**src/rtl/uart_tx_fifo_drain_if.sv**
```systemverilog
// uart_tx_fifo_drain_if: FIFO read side plus serial line and status of the UART drain
interface uart_tx_fifo_drain_if;
    logic       fifo_empty;
    logic [7:0] fifo_r_data;
    logic       fifo_r_en;
    logic       tx;
    logic       tx_busy;
    logic       tx_done;
    modport master (
        input  fifo_empty, fifo_r_data,
        output fifo_r_en, tx, tx_busy, tx_done
    );
    modport slave (
        output fifo_empty, fifo_r_data,
        input  fifo_r_en, tx, tx_busy, tx_done
    );
endinterface

```
**src/rtl/uart_tx_fifo_drain.sv**
```systemverilog
// uart_tx_fifo_drain: pops bytes from a first-word-fall-through FIFO and sends them as UART frames
module uart_tx_fifo_drain #(
    parameter int CLK_FREQ   = 100_000_000,
    parameter int BAUD       = 9600,
    parameter int PARITY_EN  = 0,
    parameter int PARITY_ODD = 0,
    parameter int STOP_BITS  = 1
) (
    input logic clk,
    input logic rst,
    uart_tx_fifo_drain_if.master bus
);
    localparam int DIV = CLK_FREQ / (BAUD * 16);
    localparam int DW  = DIV > 1 ? $clog2(DIV) : 1;
    typedef enum logic [2:0] {IDLE, START, DATA, PARITY, STOP} state_t;
    state_t        state;
    logic [DW-1:0] div_cnt;
    logic [3:0]    tick_cnt;
    logic [2:0]    bit_cnt;
    logic [7:0]    shift_reg;
    logic          par_bit;
    logic          tick;
    logic          bit_end;
    assign tick    = div_cnt == DW'(DIV - 1);
    assign bit_end = tick && tick_cnt == 4'd15;
    // Pop is combinational so the byte is captured on the same edge that leaves IDLE
    assign bus.fifo_r_en = state == IDLE && !bus.fifo_empty && !rst;
    always_ff @(posedge clk or posedge rst) begin
        if (rst) begin
            state       <= IDLE;
            div_cnt     <= '0;
            tick_cnt    <= '0;
            bit_cnt     <= '0;
            shift_reg   <= '0;
            par_bit     <= 1'b0;
            bus.tx      <= 1'b1;
            bus.tx_busy <= 1'b0;
            bus.tx_done <= 1'b0;
        end else begin
            bus.tx_done <= 1'b0;
            if (state == IDLE) begin
                div_cnt  <= '0;
                tick_cnt <= '0;
                bit_cnt  <= '0;
                if (!bus.fifo_empty) begin
                    shift_reg   <= bus.fifo_r_data;
                    par_bit     <= ^bus.fifo_r_data ^ (PARITY_ODD != 0);
                    state       <= START;
                    bus.tx      <= 1'b0;
                    bus.tx_busy <= 1'b1;
                end
            end else begin
                div_cnt  <= tick ? '0 : div_cnt + 1'b1;
                tick_cnt <= tick ? tick_cnt + 4'd1 : tick_cnt;
                if (bit_end) begin
                    case (state)
                        START: begin
                            state   <= DATA;
                            bus.tx  <= shift_reg[0];
                            bit_cnt <= '0;
                        end
                        DATA: begin
                            if (bit_cnt == 3'd7) begin
                                state   <= PARITY_EN != 0 ? PARITY : STOP;
                                bus.tx  <= PARITY_EN != 0 ? par_bit : 1'b1;
                                bit_cnt <= '0;
                            end else begin
                                shift_reg <= shift_reg >> 1;
                                bus.tx    <= shift_reg[1];
                                bit_cnt   <= bit_cnt + 3'd1;
                            end
                        end
                        PARITY: begin
                            state   <= STOP;
                            bus.tx  <= 1'b1;
                            bit_cnt <= '0;
                        end
                        STOP: begin
                            if (bit_cnt == 3'(STOP_BITS - 1)) begin
                                state       <= IDLE;
                                bus.tx_done <= 1'b1;
                                bus.tx_busy <= 1'b0;
                            end else begin
                                bit_cnt <= bit_cnt + 3'd1;
                            end
                        end
                        default: state <= IDLE;
                    endcase
                end
            end
        end
    end
endmodule

```
**src/flat_wrapper.sv**
```systemverilog
// flat-port wrapper written by rule: the top's interface ports become plain ports
module uart_tx_fifo_drain_flat 
#(
    parameter int CLK_FREQ   = 100_000_000,
    parameter int BAUD       = 9600,
    parameter int PARITY_EN  = 0,
    parameter int PARITY_ODD = 0,
    parameter int STOP_BITS  = 1
)
  (clk, rst, bus_fifo_empty, bus_fifo_r_data, bus_fifo_r_en, bus_tx, bus_tx_busy, bus_tx_done);
  uart_tx_fifo_drain_if bus_i ();
  input logic clk;
  input logic rst;
  input wire logic [$bits(bus_i.fifo_empty)-1:0] bus_fifo_empty;
  input wire logic [$bits(bus_i.fifo_r_data)-1:0] bus_fifo_r_data;
  output wire logic [$bits(bus_i.fifo_r_en)-1:0] bus_fifo_r_en;
  output wire logic [$bits(bus_i.tx)-1:0] bus_tx;
  output wire logic [$bits(bus_i.tx_busy)-1:0] bus_tx_busy;
  output wire logic [$bits(bus_i.tx_done)-1:0] bus_tx_done;
  assign bus_i.fifo_empty = bus_fifo_empty;
  assign bus_i.fifo_r_data = bus_fifo_r_data;
  assign bus_fifo_r_en = bus_i.fifo_r_en;
  assign bus_tx = bus_i.tx;
  assign bus_tx_busy = bus_i.tx_busy;
  assign bus_tx_done = bus_i.tx_done;
  uart_tx_fifo_drain #(.CLK_FREQ(CLK_FREQ), .BAUD(BAUD), .PARITY_EN(PARITY_EN), .PARITY_ODD(PARITY_ODD), .STOP_BITS(STOP_BITS)) u_core (.clk(clk), .rst(rst), .bus(bus_i));
endmodule
```
**config.mk**
```make
export PLATFORM = sky130hd
export DESIGN_NAME = uart_tx_fifo_drain_flat
export DESIGN_NICKNAME = d
export VERILOG_FILES = /design/src/rtl/uart_tx_fifo_drain_if.sv /design/src/rtl/uart_tx_fifo_drain.sv /design/src/flat_wrapper.sv
export SDC_FILE = /design/constraint.sdc
export NUM_CORES = 1
export LEC_CHECK = 0
export ABC_CLOCK_PERIOD_IN_PS = 2800
export CORE_AREA = 2 2 77 79
export CTS_CLUSTER_SIZE = 40
export DETAILED_ROUTE_END_ITERATION = 8
export DIE_AREA = 0 0 79 81
export SLEW_MARGIN = 15
export SYNTH_ARGS = -nofsm -noshare
export SYNTH_HDL_FRONTEND = slang
export SYNTH_SLANG_ARGS = --single-unit
```
**constraint.sdc**
```tcl
create_clock -name clk -period 2.8 [get_ports clk]
set_clock_uncertainty 0.05 [all_clocks]
set_input_delay 0.56 -clock clk [delete_from_list [all_inputs] [get_ports clk]]
set_output_delay 0.56 -clock clk [all_outputs]
set_load 0.02 [all_outputs]
```
## Yosys cells after proc, flatten, opt, wreduce, memory -nomap -nowiden

Index checks and enable logic that the tools add are counted.

| storage, ports and cells | value |
|---|---|
| output and inout bits | 4 |
| word-level logic and storage cells | 77 |
| bits in registers | 31 |

| operators by class | value |
|---|---|
| add/subtract/negate cells | 3 |
| equal/unequal tests | 12 |
| muxes and demuxes | 34 |
| reductions and logical operators | 20 |

Operators with widths:

| kind | count |
|---|---|
| 2-to-1 mux 8 bit | 5 |
| 2-to-1 mux 3 bit | 9 |
| 2-to-1 mux 10 bit | 2 |
| 2-to-1 mux 1 bit | 13 |
| one-hot mux 3 bit (4 select lines) | 1 |
| AND reduction 4 bit | 3 |
| adder 10 x 1 -> 10 bit, second input constant | 1 |
| == test 10 bit, second input constant | 1 |
| nonzero test 2 bit | 5 |
| one-hot mux 3 bit (3 select lines) | 1 |
| 2-to-1 mux 4 bit | 2 |
| nonzero test 4 bit | 2 |
| == test 3 x 2 -> 1 bit, second input constant | 2 |
| == test 3 bit, second input constant | 2 |
| logical NOT 3 bit | 2 |
| inequality test 3 x 1 -> 1 bit, second input constant | 2 |
| AND reduction 3 bit | 2 |
| adder 4 x 1 -> 4 bit, second input constant | 1 |
| == test 4 bit, second input constant | 1 |
| adder 3 x 1 -> 3 bit, second input constant | 1 |
| == test 3 x 1 -> 1 bit, second input constant | 1 |
| logical AND 1 bit | 3 |
| inequality test 3 x 2 -> 1 bit, second input constant | 1 |
| one-hot mux 1 bit (3 select lines) | 1 |
| 4 further kinds | 5 |

## Longest topological paths before layout

| logic depth | value |
|---|---|
| depth after elaboration | 5 |
| gate-level depth with buffers | 9 |
| gate-level depth less buffers | 7 |

## Worst setup path after synthesis

No wires, ideal clock.

| path | value |
|---|---|
| kind | flip-flop to flip-flop |
| start point | register u_core.div_cnt[6] |
| end point | register u_core.shift_reg[7] |
| path buffers | 1 |
| setup time | 0.120 ns |
| cell stages (with the launch flop) | 6 |
| data required time | 2.630 ns |
| path slack | 0.311 ns |
| arrival time | 2.319 ns |
| path through | dfrtp_1 or4b_4 or4_4 buf_6 or4_4 a31o_2 |

| on the way | value |
|---|---|
| longest elaborated chain between the ends | 4 |

RTL lines:

| element | line | text |
|---|---|---|
| start: declaration | uart_tx_fifo_drain.sv:17 | `logic [DW-1:0] div_cnt;` |
| start signal: assignment | uart_tx_fifo_drain.sv:53 | `div_cnt <= tick ? '0 : div_cnt + 1'b1;` |
| == test 10 bit | uart_tx_fifo_drain.sv:24 | `assign tick = div_cnt == DW'(DIV - 1);` |
| logical AND 1 bit | uart_tx_fifo_drain.sv:25 | `assign bit_end = tick && tick_cnt == 4'd15;` |
| nonzero test 2 bit (no source line) | -- |  |
| AND reduction 4 bit (no source line) | -- |  |
| end signal: assignment | uart_tx_fifo_drain.sv:46 | `shift_reg <= bus.fifo_r_data;` |
| end signal: assignment | uart_tx_fifo_drain.sv:68 | `shift_reg <= shift_reg >> 1;` |
| end: declaration | uart_tx_fifo_drain.sv:20 | `logic [7:0] shift_reg;` |

No other way between the ends.
A chain may end at the register's enable or synchronous reset.

## Worst setup path after layout

| path | value |
|---|---|
| start point | register u_core.div_cnt[4] |
| end point | register u_core.shift_reg[7] |

Same word-level chain as after synthesis.

==> reports/summary.txt <==
Total negative setup slack: 0 ns
Nets@finish: 201
Met2 layer usage reported by global route: 0.158
H-tree levels: 2
Fill cells: 603
Worst Hold Launch: u_core.bus.tx
Number of clock sinks seen by CTS: 31
Die X: 79 um
TritonCTS buffer count: 5
Initial cell density of the core: 0.287
Maximum resistive drop on vdd: 0.000192 V
Clock input transition at the sequential cells of the worst setup and hold paths: 0.07 ns
Area taken by multi-input logic gates: 790 um2
Slowest cell delay on critical path: 0.61 ns
Min setup slack post-route: 0.298 ns
Max-cap check violation count: 0
Post-CTS setup buffer count: 0
Max frequency: 0.400 GHz
Count of hold buffers inserted by post-cts repair: 0
Top Usage Layer GRT: met2
Number of diodes added for antenna fixing: 0
Vertical die dimension: 81 um
Ys async rst share: 1.00
Final-report max-slew violation count: 0
Post-Layout Inst Area: 1980 um2
Setup repair after global routing missed its margin: false
LEAKAGE: 0.869 nW
Period utilisation layout: 0.893
Antenna Nets Post-Route: 0
Fraction of final layout cells with drive strength greater than 1: 0.135
Largest net degree at the start of global routing: 32
Placer's final routability congestion estimate: 0.785
Hold WC Path Type: flip-flop to flip-flop
Number of synthesis warnings: 0
Clk buf depth: 2
I/O pin count: 15
Portion of the post-synthesis area used by sequential elements: 0.477
Util after Layout: 0.349
Most instantiated flip-flop cell in the synthesis netlist: sky130_fd_sc_hd__dfrtp_1
Number of flip-flops and latches in the synthesized netlist: 31
Leading post-synthesis cells by cell area: sky130_fd_sc_hd__dfrtp_1 46%, sky130_fd_sc_hd__nor2_1 6.9%, sky130_fd_sc_hd__mux2i_1 5.5%
Insertion delay of the later-clocked pin in the worst-skew pair: 0.28 ns
Clock root cell: sky130_fd_sc_hd__clkbuf_8
Worst hold-check slack: 0.452 ns
Std cell rows: 28
Largest fanout on the critical path: 9
First drt pass iteration count: 4
Transition time at the pin with the least slew margin: 0.687 ns
Type of origin of the critical path: flip-flop
Cell with the largest stage delay on the worst path: sky130_fd_sc_hd__or4_4
Power per unit of standard cell area: 472 nW/um2
Via count of the routed design: 1164
Final global-route overflow total: 0
Max-slew headroom: 0.539
Sum of routed wire length over all layers: 2890 um
Post-layout minimum cycle time: 2.50 ns
Cell-by-cell trace of the critical path: or4b_4 > or4_4 > or4_4 > a31o_2
Count of unique library cells instantiated by Yosys: 34
1st-iter DRT viols: 60
DRC viols: 0
Signed area change from the synthesized netlist to the final layout: 21.7%
Antenna violations before repair: 0
Top cell type by total area after synthesis: sky130_fd_sc_hd__dfrtp_1
Worst reg2reg path startpoint: u_core.div_cnt[4]
Via count of the first global-routing pass: 1116
Routed vias/inst: 4.48
Syn Nets: 182
Post-Place Cells: 252
Register area: 777 um2
Core Footprint: 5680 um2
Category of the worst setup path capture point: flip-flop
Post-synthesis instance area: 1630 um2
Most numerous cell on the critical path: sky130_fd_sc_hd__or4_4
Count of mapped cells out of synthesis: 165
Final Power: 936 uW
Count of final setup violators: 0
Hold Vio Cnt, Final: 0
# port buffers: 14
Met1 layer usage reported by global route: 0.137
Critical path class: flip-flop to flip-flop
Mean area per synthesized cell: 9.87 um2
DP Wirelength: 2090 um
Area fraction of the dominant cell type after synthesis: 0.461
Wire length of the first global-routing pass: 5210 um
Critical path origin: u_core.div_cnt[4]
Number of standard cells in the layout, taps in and fillers out: 260
Endpoint arrival time on the critical path: 2.62 ns
Max FFs per register: 10
Area of the die: 6400 um2
Global-route track usage on met3: 0.0367
Result of the run: finished, final reports clean
Required time worst endpoint: 2.92 ns
Post-Place Cell Area: 1860 um2
Gates resized, CTS repair: 0
Global-route usage over all layers: 0.105
TritonCTS clock tree: yes
Drt wl/cell: 11.1 um
Post-placement worst setup slack: 0.308 ns
Post-synth EDFFs: 0
## cell usage after synthesis (2+ instances only)
| cell type | instances |
|---|---|
| sky130_fd_sc_hd__dfrtp_1 | 30 |
| sky130_fd_sc_hd__nor2_1 | 30 |
| sky130_fd_sc_hd__a21oi_1 | 13 |
| sky130_fd_sc_hd__mux2i_1 | 9 |
| sky130_fd_sc_hd__nand3_1 | 8 |
| sky130_fd_sc_hd__inv_1 | 7 |
| sky130_fd_sc_hd__o21ai_0 | 7 |
| sky130_fd_sc_hd__ha_1 | 6 |
| sky130_fd_sc_hd__xnor2_1 | 6 |
| sky130_fd_sc_hd__clkbuf_1 | 5 |
| sky130_fd_sc_hd__nand2_1 | 5 |
| sky130_fd_sc_hd__nand2b_1 | 5 |
| sky130_fd_sc_hd__nor3_1 | 4 |
| sky130_fd_sc_hd__xor2_1 | 4 |
| sky130_fd_sc_hd__a21oi_2 | 3 |
| sky130_fd_sc_hd__buf_6 | 2 |
| sky130_fd_sc_hd__nor4_1 | 2 |
| sky130_fd_sc_hd__or3_1 | 2 |
| sky130_fd_sc_hd__or4_4 | 2 |
## final cells by class
class / count / area share
timing repair buffer: 19 / 0.0896
multi-input combinational: 120 / 0.398
clock buffer: 6 / 0.0417
clock inverter: 2 / 0.0177
inverter: 7 / 0.0133
tap: 75 / 0.0473
sequential: 31 / 0.392
## cell usage in the layout, fill, tap and decap left out, types with 2 or more instances in the layout
cell type                          n
sky130_fd_sc_hd__a21oi_1          13
sky130_fd_sc_hd__a21oi_2           3
sky130_fd_sc_hd__buf_4             5
sky130_fd_sc_hd__clkbuf_8          6
sky130_fd_sc_hd__clkdlybuf4s50_1  14
sky130_fd_sc_hd__dfrtp_1          30
sky130_fd_sc_hd__ha_1              6
sky130_fd_sc_hd__inv_1             7
sky130_fd_sc_hd__mux2i_1           9
sky130_fd_sc_hd__nand2_1           5
sky130_fd_sc_hd__nand2b_1          5
sky130_fd_sc_hd__nand3_1           8
sky130_fd_sc_hd__nor2_1           30
sky130_fd_sc_hd__nor3_1            3
sky130_fd_sc_hd__nor4_1            2
sky130_fd_sc_hd__o21ai_0           7
sky130_fd_sc_hd__or3_1             2
sky130_fd_sc_hd__or4_4             2
sky130_fd_sc_hd__xnor2_1           6
sky130_fd_sc_hd__xor2_1            4
## routing by layer
metal	vias to the layer above	wire length, um
li1	605	-
met1	543	1480
met2	11	1260
met3	5	90
met4	0	61
met5	-	0
## report_power, final
part	total, mW	internal, mW	switching, mW
clock	0.454	0.288	0.167
combinational	0.0313	0.0170	0.0143
sequential	0.451	0.450	0.000901
## worst paths after layout
check / to / depth (start not counted) / slack (ns)
setup / recovery: u_core.shift_reg[7] / 4 / 0.30
hold / removal: u_core.bus.tx / 2 / 0.45
setup reg to reg: u_core.shift_reg[7] / 4 / 0.30
hold reg to reg: u_core.bus.tx / 2 / 0.45
max in group asynchronous: u_core.bus.tx / 3 / 1.75
min in group asynchronous: u_core.bit_cnt[2] / 3 / 0.63
## critical path: cells and delay by family (launching register included)
kind	cells	cell delay [ns]
AND/OR/NAND/NOR	3	1.67
flip-flops	1	0.43
AO/OA/AOI/OAI	1	0.25
## cell families (layout without fill, tap and decap cells)
| family | Yosys count | count (layout) | synth area share |
|---|---|---|---|
| AND/OR/NAND/NOR | 64 | 64 | 0.196 |
| flip-flops | 31 | 31 | 0.477 |
| AO/OA/AOI/OAI | 30 | 30 | 0.124 |
| buffers and inverters | 14 | 34 | 0.0415 |
| XOR/XNOR | 10 | 10 | 0.0538 |
| multiplexers | 10 | 10 | 0.0622 |
| adder cells (fa/ha/maj) | 6 | 6 | 0.0461 |
No activity file was read; power rests on OpenSTA's default activity.
